<file path="src/rtl/painterengine_gpu_dma_reader.sv">
// Single-channel-at-a-time AXI4 read DMA: splits a word-length request into
// bursts that never cross a 1 KB boundary and streams beats to one output lane.
module painterengine_gpu_dma_reader #(
  parameter int unsigned PARAM_TIMEOUT = 65535
) (
  input  logic         i_wire_clock,
  input  logic         i_wire_reset,
  input  logic [3:0]   i_wire_router,
  input  logic [127:0] i_wire_address,
  input  logic [127:0] i_wire_length,
  output logic [127:0] o_wire_data,
  output logic [3:0]   o_wire_data_valid,
  input  logic [3:0]   i_wire_data_ready,
  output logic         o_wire_done,
  output logic         o_wire_error,
  output logic [2:0]   o_wire_error_type,
  output logic [0:0]   o_wire_M_AXI_ARID,
  output logic [31:0]  o_wire_M_AXI_ARADDR,
  output logic [7:0]   o_wire_M_AXI_ARLEN,
  output logic [2:0]   o_wire_M_AXI_ARSIZE,
  output logic [1:0]   o_wire_M_AXI_ARBURST,
  output logic         o_wire_M_AXI_ARLOCK,
  output logic [3:0]   o_wire_M_AXI_ARCACHE,
  output logic [2:0]   o_wire_M_AXI_ARPROT,
  output logic [3:0]   o_wire_M_AXI_ARQOS,
  output logic         o_wire_M_AXI_ARVALID,
  input  logic         i_wire_M_AXI_ARREADY,
  input  logic [0:0]   i_wire_M_AXI_RID,
  input  logic [31:0]  i_wire_M_AXI_RDATA,
  input  logic [1:0]   i_wire_M_AXI_RRESP,
  input  logic         i_wire_M_AXI_RLAST,
  input  logic         i_wire_M_AXI_RVALID,
  output logic         o_wire_M_AXI_RREADY
);

  localparam logic [2:0] ST_ROUTING     = 3'd0;
  localparam logic [2:0] ST_PARAM_CHECK = 3'd1;
  localparam logic [2:0] ST_CALC        = 3'd2;
  localparam logic [2:0] ST_ADDR_READ   = 3'd3;
  localparam logic [2:0] ST_DATA_READ   = 3'd4;
  localparam logic [2:0] ST_DONE        = 3'd5;
  localparam logic [2:0] ST_ERROR       = 3'd6;

  localparam logic [15:0] TIMEOUT_LAST = 16'(PARAM_TIMEOUT - 1);

  logic [2:0]  state;
  logic [1:0]  ch;
  logic [31:0] address;
  logic [31:0] length;
  logic [31:0] offset;
  logic [31:0] remaining;
  logic [8:0]  aligned;
  logic [8:0]  burst_len;
  logic [8:0]  beat_cnt;
  logic [15:0] timeout_cnt;
  logic [2:0]  error_type;
  logic        arvalid;
  logic [31:0] araddr;
  logic [7:0]  arlen;

  logic        route_ok;
  logic [1:0]  route_idx;
  logic [7:0]  word_in_kb;
  logic [8:0]  burst_next;
  logic [31:0] offset_next;
  logic        beat;
  logic        last_beat;
  logic        unused_inputs;

  assign unused_inputs = ^{i_wire_M_AXI_RID, i_wire_M_AXI_RRESP[0]};

  always_comb begin
    route_ok  = 1'b1;
    route_idx = 2'd0;
    case (i_wire_router)
      4'b0001: route_idx = 2'd0;
      4'b0010: route_idx = 2'd1;
      4'b0100: route_idx = 2'd2;
      4'b1000: route_idx = 2'd3;
      default: route_ok = 1'b0;
    endcase
  end

  // Word position inside the current 1 KB page; wraps naturally at 256 words.
  assign word_in_kb  = address[9:2] + offset[7:0];
  assign burst_next  = (remaining < {23'd0, aligned}) ? remaining[8:0] : aligned;
  assign offset_next = offset + {23'd0, burst_len};
  assign beat        = i_wire_M_AXI_RVALID && o_wire_M_AXI_RREADY;
  assign last_beat   = (beat_cnt == burst_len - 9'd1);

  always_ff @(posedge i_wire_clock or posedge i_wire_reset) begin
    if (i_wire_reset) begin
      state       <= ST_ROUTING;
      ch          <= 2'd0;
      address     <= 32'd0;
      length      <= 32'd0;
      offset      <= 32'd0;
      remaining   <= 32'd0;
      aligned     <= 9'd0;
      burst_len   <= 9'd0;
      beat_cnt    <= 9'd0;
      timeout_cnt <= 16'd0;
      error_type  <= 3'd0;
      arvalid     <= 1'b0;
      araddr      <= 32'd0;
      arlen       <= 8'd0;
    end else begin
      case (state)
        ST_ROUTING: begin
          if (i_wire_router != 4'd0) begin
            if (route_ok) begin
              ch      <= route_idx;
              address <= i_wire_address[route_idx*32 +: 32];
              length  <= i_wire_length[route_idx*32 +: 32];
              state   <= ST_PARAM_CHECK;
            end else begin
              error_type <= 3'd1;
              state      <= ST_ERROR;
            end
          end
        end
        ST_PARAM_CHECK: begin
          if (address[1:0] != 2'b00 || length == 32'd0) begin
            error_type <= 3'd2;
            state      <= ST_ERROR;
          end else begin
            offset   <= 32'd0;
            beat_cnt <= 9'd0;
            state    <= ST_CALC;
          end
        end
        ST_CALC: begin
          remaining   <= length - offset;
          aligned     <= 9'd256 - {1'b0, word_in_kb};
          timeout_cnt <= 16'd0;
          state       <= ST_ADDR_READ;
        end
        ST_ADDR_READ: begin
          if (arvalid && i_wire_M_AXI_ARREADY) begin
            arvalid     <= 1'b0;
            beat_cnt    <= 9'd0;
            timeout_cnt <= 16'd0;
            state       <= ST_DATA_READ;
          end else begin
            if (!arvalid) begin
              arvalid   <= 1'b1;
              araddr    <= address + {offset[29:0], 2'b00};
              arlen     <= 8'(burst_next - 9'd1);
              burst_len <= burst_next;
            end
            if (timeout_cnt == TIMEOUT_LAST) begin
              arvalid     <= 1'b0;
              timeout_cnt <= 16'd0;
              error_type  <= 3'd3;
              state       <= ST_ERROR;
            end else begin
              timeout_cnt <= timeout_cnt + 16'd1;
            end
          end
        end
        ST_DATA_READ: begin
          if (beat) begin
            beat_cnt    <= beat_cnt + 9'd1;
            timeout_cnt <= 16'd0;
            if (i_wire_M_AXI_RRESP[1]) begin
              error_type <= 3'd5;
              state      <= ST_ERROR;
            end else if (i_wire_M_AXI_RLAST != last_beat) begin
              error_type <= 3'd6;
              state      <= ST_ERROR;
            end else if (last_beat) begin
              offset <= offset_next;
              state  <= (offset_next >= length) ? ST_DONE : ST_CALC;
            end
          end else if (timeout_cnt == TIMEOUT_LAST) begin
            timeout_cnt <= 16'd0;
            error_type  <= 3'd4;
            state       <= ST_ERROR;
          end else begin
            timeout_cnt <= timeout_cnt + 16'd1;
          end
        end
        default: ;
      endcase
    end
  end

  always_comb begin
    o_wire_data         = '0;
    o_wire_data_valid   = '0;
    o_wire_M_AXI_RREADY = 1'b0;
    if (state == ST_DATA_READ) begin
      o_wire_data[ch*32 +: 32] = i_wire_M_AXI_RDATA;
      o_wire_data_valid[ch]    = i_wire_M_AXI_RVALID;
      o_wire_M_AXI_RREADY      = i_wire_data_ready[ch];
    end
  end

  assign o_wire_done       = (state == ST_DONE);
  assign o_wire_error      = (state == ST_ERROR);
  assign o_wire_error_type = error_type;

  assign o_wire_M_AXI_ARID    = 1'b0;
  assign o_wire_M_AXI_ARADDR  = araddr;
  assign o_wire_M_AXI_ARLEN   = arlen;
  assign o_wire_M_AXI_ARSIZE  = 3'b010;
  assign o_wire_M_AXI_ARBURST = 2'b01;
  assign o_wire_M_AXI_ARLOCK  = 1'b0;
  assign o_wire_M_AXI_ARCACHE = 4'b0010;
  assign o_wire_M_AXI_ARPROT  = 3'b000;
  assign o_wire_M_AXI_ARQOS   = 4'b0000;
  assign o_wire_M_AXI_ARVALID = arvalid;

endmodule

</file>
<file path="config.mk">
export PLATFORM = sky130hd
export DESIGN_NAME = painterengine_gpu_dma_reader
export DESIGN_NICKNAME = d
export VERILOG_FILES = /design/src/rtl/painterengine_gpu_dma_reader.sv
export SDC_FILE = /design/constraint.sdc
export NUM_CORES = 1
export LEC_CHECK = 0
export ABC_CLOCK_PERIOD_IN_PS = 16900
export CAP_MARGIN = 10
export CORE_MARGIN = 2
export CORE_UTILIZATION = 38
export CTS_CLUSTER_SIZE = 10
export DETAILED_ROUTE_END_ITERATION = 12
export PLACE_DENSITY_LB_ADDON = 0.3
export SLEW_MARGIN = 20
export SYNTH_ARGS = -nofsm -noshare
export SYNTH_HDL_FRONTEND = slang
export SYNTH_SLANG_ARGS = --single-unit
</file>
<file path="constraint.sdc">
create_clock -name i_wire_clock -period 16.9 [get_ports i_wire_clock]
set_input_delay 3.38 -clock i_wire_clock [delete_from_list [all_inputs] [get_ports i_wire_clock]]
set_output_delay 3.38 -clock i_wire_clock [all_outputs]
set_load 0.1 [all_outputs]
</file>
==> impl_metrics.py, run 1 <==
metrics = {
    "floorplan": {
        "io_pins": 501,
        "fp.dieArea_um2": 45980,
        "fp.dieW_um": 214.4,
        "core_um2": 43930,
        "dieHeight_um": 214.4,
        "initial_utilization_pct": 38.30,
        "num_rows": 77,
    },
    "min_path": {
        "min-delay-path-class": "register to register",
    },
    "global_route": {
        "grt_pass1_wl_um": 86080,
        "gr-total-overflow": 0,
        "grt_max_degree": 98,
        "track_usage_pct": 23.56,
        "antenna_found_initial": 5,
        "grt_pass1_vias": 15450,
    },
    "worst_setup_path": {
        "crit_type": "input port to output port",
        "slowest_stage": "clkdlybuf4s50_1",
        "critical_path.max_stage_delay_ps": 980,
        "crit_top_cell": "clkdlybuf4s50_1",
        "required_ps": 13520,
        "worstPathArrival_ps": 5480,
        "worst_setup_path_end_kind": "output port",
        "worst-path-buf-inv": 2,
        "cp-start-kind": "input port",
        "worstPathCellList": "clkdlybuf4s50_1, mux4_2, and3_1, clkdlybuf4s50_1",
        "critPathMaxFanout": 4,
        "cp_top_family": "buffers and inverters",
    },
    "clock_tree": {
        "clk_latency_ps": 550,
        "cts_resized": 0,
        "cts_hold_buf": 0,
        "numCtsBuffers": 27,
        "cts_setup_buffers": 0,
        "clockBufferDepth": 3,
        "h-tree-depth": 1,
        "numClockSinks": 220,
        "tritoncts": "done",
        "cts-root-buf": "clkbuf_16",
        "clk_pin_slew_worst_paths_ps": 50,
    },
    "timing": {
        "worst_pin_slew_ps": 1182,
        "min_period_ps": 8862,
        "max_slew_margin_pct": 20.23,
        "drv_slew": 0,
        "hold_viol_final": 0,
        "setup_viol": 0,
        "clock.fmax_ghz": 0.1128,
        "setup_tns_ps": 0,
        "rsz0062_at_grt": "false",
        "hold_ws_ps": 468.4,
        "fin_crit_sh_pct": 52.44,
        "clock-skew-final_ps": 15.73,
    },
    "routing": {
        "antenna_left": 0,
        "drcViolationCount": 0,
        "via_count": 15750,
        "via_per_inst": 5.392,
        "dr.pass1.iters": 6,
        "drtIter0Drc": 1106,
        "drt-total-wl_um": 55790,
        "avgRoutedWirePerCell_um": 19.10,
    },
    "layout": {
        "seqCellArea_um2": 5505,
        "finish.instance_area_um2": 22880,
        "finalNonFillerCells": 2921,
        "num-nets-final": 2746,
        "post-route-util_pct": 52.07,
        "drive_gt1_share_pct": 7.302,
        "multi_input_area_um2": 10580,
        "fillers": 4045,
        "area_delta_synth_final_pct": 35.96,
    },
    "status": {
        "status": "complete, no violations",
    },
    "power_and_ir_drop": {
        "netSwitchingFraction_pct": 27.29,
        "p_per_area_nw_per_um2": 59.60,
        "p_clk_share_pct": 38.3,
        "intPower_uw": 991.2,
        "leakagePower_uw": 0.009859,
        "pwr-share-comb_pct": 20.8,
        "peakVddDrop_v": 0.00005255,
        "p_switching_uw": 372.1,
        "power.share.sequential_pct": 40.9,
    },
    "placement": {
        "portBuffers": 480,
        "placed_cell_area_um2": 22100,
        "hpwl_um": 44490,
        "dp.cells": 2880,
        "place_congestion": 0.9569,
    },
    "logic_synthesis": {
        "syn_avg_cell_area_um2": 8.955,
        "syn_area_um2": 16830,
        "synth_ff_type": "dfrtp_1",
        "ys_warn_count": 0,
        "async_flop_share_pct": 100.0,
        "yosysUniqueCellTypes": 72,
        "synth-seq-area-share_pct": 32.72,
        "synth_seq_cells": 220,
        "postSynthCellCount": 1879,
        "synth_edf_count": 0,
    },
    "flow_run": {
        "cap_violations": 0,
    },
}
state kept, by name, summed over array words and instances, names as in the netlist, 9 cells and up:
signal               flops
o_wire_M_AXI_ARADDR     32
beat_cnt                 9
address                 32
offset                  32
length                  32
burst_len                9
remaining               32
timeout_cnt             16
aligned                  9
layer usage:
layer	share of wire (%)	track usage (%)	up-vias	wire length [um]
met1	43	31.03	7548	24110
li1	-	-	7543	-
met3	6.8	4.496	98	3808
met5	0.018	0	-	10
met4	2.8	6.088	2	1562
met2	47	39.81	559	26300
cells by family after synthesis:
family	Yosys count	synth area share (%)
AOI/OAI and AO/OA	455	16.36
xor gates and xnor gates	99	5.153
adders and majority gates	124	9.355
buffers and inverters	198	4.938
DFF	220	32.72
muxes	106	11.38
other	2	0.04463
and+or+nand+nor	675	20.05
worst register-to-register path, delay by kind of cell, from the launching register on:
| family | cells | cell delay, ps |
|---|---|---|
| DFF | 1 | 460 |
| and+or+nand+nor | 4 | 550 |
| adders and majority gates | 3 | 740 |
| AOI/OAI and AO/OA | 10 | 3290 |
| buffers and inverters | 1 | 70 |
| xor gates and xnor gates | 1 | 340 |
final timing paths:
kind | from | to | slack [ps] | depth (start not counted)
setup / recovery | i_wire_data_ready[3] | o_wire_M_AXI_RREADY | 8040 | 4
hold / removal | o_wire_M_AXI_ARADDR[19] | o_wire_M_AXI_ARADDR[19] | 470 | 2
setup reg to reg | burst_len[0] | state[0] | 11330 | 19
hold reg to reg | o_wire_M_AXI_ARADDR[19] | o_wire_M_AXI_ARADDR[19] | 470 | 2
max in group asynchronous | i_wire_reset | length[5] | 12150 | 3
min in group asynchronous | i_wire_reset | length[2] | 3410 | 2
final cells by class:
type                    instances  share of cell area [%]
multi-input cells            1477                   46.23
flip-flops and latches        220                   24.06
repair buffers                494                   21.48
clock buffers                  37                   3.293
well taps                     592                   3.238
inverters                      98                   1.641
clock inverters                 2                 0.04375
diodes                          1                 0.01094
placed cells by master (no fill, tap or decap), types with 38 or more instances in the layout:
cell             instances
clkdlybuf4s50_1        479
nand2_1                233
dfrtp_1                220
o21ai_0                175
and2_1                 137
ha_1                   121
inv_1                   97
nor2_1                  95
a21oi_1                 93
mux4_2                  65
xnor2_1                 61
nand3_1                 39
xor2_1                  38
o21ai_1                 38
per-stage QoR:
| stage | setup slack, ps | power [uW] |
|---|---|---|
| after floorplan | 7499 | 729.6 |
| after global placement | 8073 | 843.9 |
| after detailed placement | 8043 | 850.9 |
| after CTS | 8038 | 1375 |
| after global routing | 8006 | 1420 |
| final | 8038 | 1363 |
cell usage after synthesis, types with 7 or more instances:
library cell | instances | area share, %
o21ai_0 | 177 | 5.3
a31oi_1 | 8 | 0.30
a21oi_1 | 93 | 2.8
buf_2 | 7 | 0.21
nand4_1 | 17 | 0.63
xor2_1 | 38 | 2.0
o21a_1 | 20 | 0.89
nand2_1 | 234 | 5.2
xnor2_1 | 61 | 3.2
ha_1 | 121 | 9.0
inv_1 | 98 | 2.2
o22a_1 | 8 | 0.42
nand3_1 | 39 | 1.2
and3_1 | 25 | 0.93
mux2i_1 | 8 | 0.48
mux4_2 | 65 | 8.7
a211oi_1 | 7 | 0.31
mux2_2 | 33 | 2.2
nor3_1 | 27 | 0.80
a21o_1 | 26 | 1.2
buf_1 | 7 | 0.16
nand2b_1 | 20 | 0.74
o21ai_1 | 36 | 1.1
and2_1 | 137 | 5.1
or3_1 | 17 | 0.63
nor2b_1 | 12 | 0.45
o31ai_1 | 16 | 0.71
buf_4 | 19 | 0.85
clkbuf_1 | 66 | 1.5
nor2_1 | 95 | 2.1
dfrtp_1 | 220 | 33
nor4_1 | 19 | 0.71
power by group through the flow:
stage / clock network, uW / logic, uW / registers, uW
floorplan: 0 / 170 / 559
global placement: 0 / 278 / 566
detailed placement: 0 / 284 / 567
CTS: 532 / 286 / 557
global route: 550 / 310 / 559
finish: 522 / 284 / 558
Power figures use the tool's default switching activity.
==> run 2: changes to the inputs <==
--- a/config.mk
+++ b/config.mk
@@ -5,7 +5,7 @@
 export SDC_FILE = /design/constraint.sdc
 export NUM_CORES = 1
 export LEC_CHECK = 0
-export ABC_CLOCK_PERIOD_IN_PS = 16900
+export ABC_CLOCK_PERIOD_IN_PS = 8600
 export CAP_MARGIN = 10
 export CORE_MARGIN = 2
 export CORE_UTILIZATION = 38
==> constraint.sdc (replaced) <==
create_clock -name i_wire_clock -period 8.6 [get_ports i_wire_clock]
set_input_delay 1.72 -clock i_wire_clock [delete_from_list [all_inputs] [get_ports i_wire_clock]]
set_output_delay 1.72 -clock i_wire_clock [all_outputs]
set_load 0.1 [all_outputs]
==> run 2 against run 1 <==
Largest cell class unchanged. Combinational power up 97%. Power increased by 100%. Die area unchanged. Hold slack better by 6.9 ps. Flip-flop and latch count is the same. Setup slack got worse by 5000 ps. Critical path depth grew 2. Routed wire length about the same.
==> impl_metrics.py, run 2 (synthesized netlist as in run 1, its figures left out) <==
metrics = {
    "timing": {
        "rsz0062_at_grt": "false",
        "max_slew_margin_pct": 28.11,
        "clock-skew-final_ps": 18.95,
        "worst_pin_slew_ps": 1075,
        "setup_viol": 0,
        "hold_ws_ps": 475.3,
        "setup_tns_ps": 0,
        "clock.fmax_ghz": 0.1807,
        "fin_crit_sh_pct": 64.34,
        "min_period_ps": 5533,
        "hold_viol_final": 0,
        "drv_slew": 0,
    },
    "layout": {
        "final_cell_mix": "clkdlybuf4s50_1, nand2_1, dfrtp_1",
        "area_delta_synth_final_pct": 36.42,
        "multi_input_area_um2": 10580,
        "seqCellArea_um2": 5505,
        "drive_gt1_share_pct": 7.590,
        "layout_commonest_cell": "clkdlybuf4s50_1",
        "num-nets-final": 2746,
        "fillers": 4075,
    },
    "worst_setup_path": {
        "worstPathCellList": "inv_1, ha_1, nor2_1, and4_2, and2_1, clkdlybuf4s50_1",
        "cp-start-kind": "register",
        "slowest_stage": "clkdlybuf4s50_1",
        "crit_type": "register to output port",
        "worstPathArrival_ps": 3810,
        "worst_setup_path_end_kind": "output port",
        "required_ps": 6880,
        "critical_path.max_stage_delay_ps": 1190,
        "reg2regPathDepth": 19,
        "critPathMaxFanout": 32,
    },
    "power_and_ir_drop": {
        "p_per_area_nw_per_um2": 119.5,
        "total_power_uw": 2744,
        "leakagePower_uw": 0.009889,
        "peakVddDrop_v": 0.0001143,
    },
    "global_route": {
        "grt_pass1_wl_um": 86890,
        "grt_max_degree": 94,
        "grt_pass1_vias": 15570,
        "gr-total-overflow": 0,
        "antenna_found_initial": 5,
        "track_usage_pct": 23.71,
    },
    "routing": {
        "via_per_inst": 5.396,
        "via_count": 15810,
        "dr.pass1.iters": 7,
        "drt-total-wl_um": 55840,
        "avgRoutedWirePerCell_um": 19.06,
        "antenna_left": 0,
        "drtIter0Drc": 1022,
        "drcViolationCount": 0,
    },
    "min_path": {
        "hold-path-cell-count": 2,
        "min-delay-path-class": "register to register",
    },
    "clock_tree": {
        "tritoncts": "done",
        "cts-root-buf": "clkbuf_16",
        "clk_pin_slew_worst_paths_ps": 60,
        "h-tree-depth": 1,
        "numCtsBuffers": 28,
        "numClockSinks": 220,
        "cts_hold_buf": 0,
        "cts_setup_buffers": 0,
        "clockBufferDepth": 3,
        "cts_resized": 0,
        "clk_latency_ps": 560,
    },
    "status": {
        "status": "complete, no violations",
    },
    "placement": {
        "hpwl_um": 44400,
        "place_congestion": 0.9288,
        "portBuffers": 480,
    },
    "floorplan": {
        "core_um2": 43930,
        "initial_utilization_pct": 38.30,
        "fp.dieW_um": 214.4,
        "dieHeight_um": 214.4,
        "io_pins": 501,
        "fp.dieArea_um2": 45980,
        "num_rows": 77,
    },
    "flow_run": {
        "cap_violations": 0,
    },
}
run 2: cell types whose count changed in the layout (fill, tap and decap cells not counted), sizes merged:
cell      before  now
clkinv         2    3
buf           15   14
diode          1    5
clkinvlp       0    1
clkbuf        37   40
run 2: final timing paths:
check                                             start                 endpoint  slack [ps]
max in group asynchronous                  i_wire_reset     o_wire_M_AXI_ARVALID        5570
worst max register to register             burst_len[0]                 state[0]        3470
worst min-delay path            o_wire_M_AXI_ARADDR[19]  o_wire_M_AXI_ARADDR[19]         480
worst max-delay path                              ch[0]          o_wire_data[83]        3070
worst min register to register  o_wire_M_AXI_ARADDR[19]  o_wire_M_AXI_ARADDR[19]         480
min in group asynchronous                  i_wire_reset             remaining[2]        1660
run 2: cell type report:
type	count	area share, %
clock buffer	40	3.559
clock inverter	4	0.09811
antenna	5	0.05451
tap	592	3.227
multi-input combinational	1477	46.10
inverter	98	1.635
sequential	220	23.98
timing repair buffer	493	21.35
run 2: critical path, delay by kind of cell (launching register included):
kind	cells	cell delay, ps
adder cells (fa/ha/maj)	1	260
buffers and inverters	2	1350
flip-flops	1	470
AND/OR/NAND/NOR	3	1160
run 2: routing by layer:
layer / track usage (%) / part of all wire, % / up-vias
met5: 0 / 0.014 / -
met4: 6.806 / 3.0 / 2
met3: 4.879 / 7.0 / 90
met2: 39.19 / 46 / 563
met1: 31.45 / 43 / 7612
li1: - / - / 7539
run 2: report_power, final:
group / total [uW] / internal [uW] / switching [uW]
clock: 1090 / 647 / 441
combinational: 559 / 286 / 274
sequential: 1100 / 1070 / 31.0
total: 2740 / 2000 / 745
run 2: through the flow:
stage | cell area, um^2 | std cells | util (%) | setup slack (ps)
finish | 22950 | 2929 | 52.25 | 3067
detailed placement | 22100 | 2880 | 50.30 | 3092
CTS | 22940 | 2924 | 52.21 | 2806
floorplan | 16890 | 1895 | - | 858.9
global placement | 22100 | 2880 | 50.30 | 3095
global route | 22940 | 2925 | 52.23 | 2895
